`config.mk`:
```
export PLATFORM = sky130hd
export DESIGN_NAME = skinny_round_ctrl
export DESIGN_NICKNAME = d
export VERILOG_FILES = /design/src/rtl/skinny_round_ctrl.sv
export SDC_FILE = /design/constraint.sdc
export NUM_CORES = 1
export LEC_CHECK = 0
export BUFFER_PORTS_ARGS = -buffer_cell sky130_fd_sc_hd__buf_2
export CORE_MARGIN = 1.5
export CORE_UTILIZATION = 52
export CTS_CLUSTER_SIZE = 12
export DETAILED_ROUTE_END_ITERATION = 7
export PLACE_DENSITY = 0.77
export SYNTH_ARGS = -nofsm -noshare
export SYNTH_HDL_FRONTEND = slang
export SYNTH_SLANG_ARGS = --single-unit
export TNS_END_PERCENT = 30
```
`constraint.sdc`:
```
create_clock -name clk -period 2 [get_ports clk]
set_input_delay 0.5 -clock clk [delete_from_list [all_inputs] [get_ports clk]]
set_output_delay 0.5 -clock clk [all_outputs]
set_load 0.01 [all_outputs]
```
`src/rtl/skinny_round_ctrl.sv`:
```
// Round sequencer for a SKINNY-128 datapath: issues load/enable strobes, LFSR round constant,
// round index and last-round flag, then holds the result behind a valid/ready handshake.
module skinny_round_ctrl #(
  parameter int NUM_ROUNDS   = 40,
  parameter int ROUND_CYCLES = 1
) (
  input  logic       clk,
  input  logic       rst,
  input  logic       start,
  output logic       in_ready,
  input  logic       abort,
  output logic       ld,
  output logic       en,
  output logic [5:0] rc,
  output logic [5:0] round,
  output logic       last_round,
  output logic       out_valid,
  input  logic       out_ready
);

  typedef enum logic [1:0] {IDLE, ROUND, DONE} state_e;

  localparam logic [5:0] LAST_ROUND = 6'(NUM_ROUNDS - 1);
  localparam logic [2:0] LAST_SUB   = 3'(ROUND_CYCLES - 1);

  state_e     state_q, state_d;
  logic [5:0] round_q, round_d;
  logic [5:0] rc_q, rc_d;
  logic [2:0] sub_q, sub_d;

  always_ff @(posedge clk or posedge rst) begin
    if (rst) begin
      state_q <= IDLE;
      round_q <= 6'd0;
      rc_q    <= 6'h00;
      sub_q   <= 3'd0;
    end else begin
      state_q <= state_d;
      round_q <= round_d;
      rc_q    <= rc_d;
      sub_q   <= sub_d;
    end
  end

  always_comb begin
    state_d    = state_q;
    round_d    = round_q;
    rc_d       = rc_q;
    sub_d      = sub_q;
    in_ready   = 1'b0;
    ld         = 1'b0;
    en         = 1'b0;
    out_valid  = 1'b0;
    last_round = 1'b0;
    case (state_q)
      IDLE: begin
        in_ready = 1'b1;
        // ld is a combinational mux select, so it must also be suppressed while rst is held
        if (start && !abort && !rst) begin
          ld      = 1'b1;
          state_d = ROUND;
          round_d = 6'd0;
          rc_d    = 6'h01;
          sub_d   = 3'd0;
        end
      end
      ROUND: begin
        last_round = (round_q == LAST_ROUND);
        if (abort) begin
          state_d = IDLE;
          round_d = 6'd0;
          rc_d    = 6'h00;
          sub_d   = 3'd0;
        end else if (sub_q == LAST_SUB) begin
          en    = 1'b1;
          sub_d = 3'd0;
          if (round_q == LAST_ROUND) begin
            state_d = DONE;
          end else begin
            round_d = round_q + 6'd1;
            rc_d    = {rc_q[4:0], rc_q[5] ^ rc_q[4] ^ 1'b1};
          end
        end else begin
          sub_d = sub_q + 3'd1;
        end
      end
      DONE: begin
        out_valid = 1'b1;
        if (abort || out_ready) begin
          state_d = IDLE;
          round_d = 6'd0;
          rc_d    = 6'h00;
          sub_d   = 3'd0;
        end
      end
      default: state_d = IDLE;
    endcase
  end

  assign rc    = rc_q;
  assign round = round_q;

endmodule

```
==> impl_metrics.csv <==
group,metric,value,unit
status,outcome,"complete, no violations",
clock_network,cts_tree,"yes",
die,die_y,47.18,um
cells_and_area,num-nets-final,150,
power_and_ir_drop,power_frac_seq,35.5,%
power_and_ir_drop,p_sw,0.0004543,W
die,die_area,2225,um2
logic_synthesis,synth_top_family_by_area,"simple AND/OR/NAND/NOR gates",
route,via_count,892,
die,die_x,47.18,um
global_routing,grt_max_degree,18,
power_and_ir_drop,powerDensity,939.9,nW/um2
global_routing,track_usage,21.47,%
sta,relSlewSlack,57.49,%
cells_and_area,register_area,425.4,um2
power_and_ir_drop,leakage,0.6780,nW
logic_synthesis,synth_seq_cells,17,
sta,post-route-period-util,97.07,%
power_and_ir_drop,p_clk_share,15.2,%
logic_synthesis,avgSynthCellArea,10.05,um2
critical_path,required,2.17,ns
route,finalWirelength,2148,um
route,drc,0,
clock_network,clkLatencyLatePin,0.28,ns
critical_path,critPathArrivalTime,2.11,ns
sta,report.final.setup_viol,0,
cells_and_area,fin_area,1286,um2
power_and_ir_drop,cellInternalPower,0.0007547,W
placed_design,place.gp.congestion,0.8739,
logic_synthesis,synth_cell_types,32,
critical_path,crit_path_end_kind,"register",
critical_path,cp-start-kind,"register",
route,wl_per_cell,13.26,um
clock_network,cts.sinks,17,
sta,skew,0.005972,ns
logic_synthesis,ys_warn_count,0,
clock_network,clk_pin_slew_worst_paths,0.11,ns
sta,hold_viol,0,
critical_path,crit_fanout,6,
worst_hold_path,hp-class,"input port to async pin",
clock_network,cts-buffers-inserted,3,
clock_network,htreeDepth,1,
logic_synthesis,synthXorXnorAreaFrac,0.8631,%
sta,worst_slew_pin_slew,0.6369,ns
cells_and_area,multi_input_area,561.8,um2
sta,clock.fmax,515.1,MHz
logic_synthesis,synth_compound_area_share,14.06,%
logic_synthesis,synth_nets,113,
cells_and_area,drive_above_1_share,38.69,%
route,drt_first_pass_iters,4,
cells_and_area,fin_cells,162,
power_and_ir_drop,switching_share,37.58,%
logic_synthesis,ys_seq_area_share,41.92,%
logic_synthesis,muxShareOfSynthArea,11.34,%
logic_synthesis,synth-simple-area-share,18.74,%
placed_design,dp_hpwl,1647,um
cells_and_area,nFillCells,128,
cells_and_area,layout-area-overhead-vs-synth,26.76,%
die,fp.coreArea,1783,um2
clock_network,cts_root_buffer,"clkbuf_4",
sta,grt_setup_unrepaired,"true",
power_and_ir_drop,comb_power_share,49.3,%
logic_synthesis,syn_area,1015,um2
sta,slew_violations,0,
die,start_util,56.91,%
logic_synthesis,synthAdderAreaFrac,8.631,%
placed_design,postPlaceCellArea,1215,um2
die,row_count,15,
global_routing,antenna_found_initial,0,
die,io-pin-count,22,
global_routing,grt_pass1_vias,782,
global_routing,grt_pass1_wl,3394,um
placed_design,io_buffers,21,
route,drtIter0Drc,22,
critical_path,crit_type,"register to register",
logic_synthesis,synthCells,101,
clock_network,clock_path_buffers,2,
route,avgViaCountPerCell,5.506,
placed_design,dp_cells,155,
global_routing,grt.overflow.total,0,
flow_run,cap_viol_max_count,0,
cells_and_area,antennaDiodeCount,0,
sta,post-route-min-period,1.941,ns
route,ant_nets,0,
power_and_ir_drop,peakVddDrop,672.3,uV
## worst max-delay path: stages (launching register included)
cell and delay (ns):
dfrtp_1 0.39, inv_1 0.08, ha_1 0.24, nor3b_2 0.19, a211o_1 0.32, a21oi_4 0.27
mux2_4 0.34
## final cells by class
cell class	count	share of cell area [%]
Sequential cell	17	33.07
Timing Repair Buffer	33	15.47
Clock buffer	3	1.751
Clock inverter	1	0.3891
Inverter	11	3.210
Tap cell	25	2.432
Multi-Input combinational cell	72	43.68
## cell usage in the layout (no fill, tap or decap), drive strengths merged, types with 2 or more instances in the layout
cell,synthesis,routed
a211oi,2,2
a21oi,4,4
and3,4,4
buf,0,33
clkbuf,1,3
dfrtp,17,17
ha,7,7
inv,11,11
mux2,5,5
mux2i,4,4
nand2,7,7
nand2b,2,2
nand3,4,4
nand4b,2,2
nor2,8,8
o211ai,2,2
o21ai,5,5
o22ai,3,3
## Yosys cell counts, drive strengths merged
| cell type | count | area, um2 |
|---|---|---|
| a211o | 1 | 8.760 |
| nand3 | 4 | 20.02 |
| nor2 | 8 | 30.03 |
| nor3 | 1 | 5.000 |
| o211ai | 2 | 15.01 |
| dfrtp | 17 | 425.4 |
| o21bai | 1 | 7.510 |
| o22ai | 3 | 18.77 |
| mux2 | 5 | 75.07 |
| and3 | 4 | 25.02 |
| a211oi | 2 | 20.02 |
| mux2i | 4 | 40.04 |
| or3b | 1 | 11.26 |
| clkbuf | 1 | 3.750 |
| ha | 7 | 87.58 |
| nand3b | 1 | 7.510 |
| o41ai | 1 | 8.760 |
| xor2 | 1 | 8.760 |
| nand2 | 7 | 26.28 |
| inv | 11 | 41.29 |
| a21oi | 4 | 31.28 |
| nor3b | 1 | 7.510 |
| nand4b | 2 | 17.52 |
| o21a | 1 | 7.510 |
| o21ai | 5 | 25.02 |
| and2b | 1 | 8.760 |
| nand4 | 1 | 6.260 |
| and2 | 1 | 6.260 |
| nand2b | 2 | 12.51 |
| or3 | 1 | 6.260 |
## path summary, 6_finish.rpt
check	from	endpoint	slack (ns)	cells after the start
setup / recovery	state_q[0]	rc[2]	0.06	6
setup reg to reg	state_q[0]	rc[2]	0.06	6
max in group asynchronous	rst	rc[3]	1.29	2
min in group clk	rc[2]	rc[2]	0.55	1
hold reg to reg	rc[2]	rc[2]	0.55	1
hold / removal	rst	state_q[0]	0.29	2
## timing repair
| item | 4_1_cts | 5_1_grt |
|---|---|---|
| hold buffers | 0 | 0 |
| setup endpoints to repair | 1 | 7 |
| resized for setup | 0 | 8 |
| hold endpoints to repair | 0 | 0 |
| setup buffers | 2 | 1 |
## registers in the layout (all words and copies together) (netlist names)
name	cells
sub_q	3
rc	6
round	6
state_q	2
## power by group through the flow
stage                     registers, W  logic (W)  clock network, W
final                         0.000429   0.000596          0.000184
after global routing          0.000434   0.000646          0.000199
after CTS                     0.000428   0.000577          0.000182
after detailed placement      0.000442   0.000542                 0
after global placement        0.000437   0.000531                 0
after floorplan               0.000451   0.000332                 0
## metrics by stage
step                setup slack [ns]  power [W]  util, %  hold WS (ns)  setup TNS [ns]
floorplan                    0.03202  0.0007834        -        0.4261               0
detailed placement          -0.03079  0.0009840    68.14        0.5250         -0.1434
global placement           -0.002650  0.0009675    68.14        0.5106       -0.003626
finish                       0.05852   0.001209    72.14        0.2925               0
CTS                          0.03659   0.001188    70.53        0.3310               0
global route               -0.008827   0.001279    72.14        0.3517        -0.01243
## cells by family (layout without fill, tap and decap cells)
kind of cell / count (synthesis) / count (layout)
adder cells (fa/ha/maj): 7 / 7
XOR/XNOR: 1 / 1
multiplexers: 9 / 9
flip-flops: 17 / 17
buffers and inverters: 12 / 48
AND/OR/NAND/NOR: 35 / 35
AO/OA/AOI/OAI: 20 / 20
## metal layers
metal / vias up / track usage, % / share of wire (%)
met4: 0 / 6.111 / 0.65
li1: 432 / - / -
met5: - / 0 / 0
met3: 2 / 3.846 / 4.1
met1: 429 / 31.52 / 49
met2: 29 / 32.33 / 46
No activity file was read; power rests on OpenSTA's default activity.
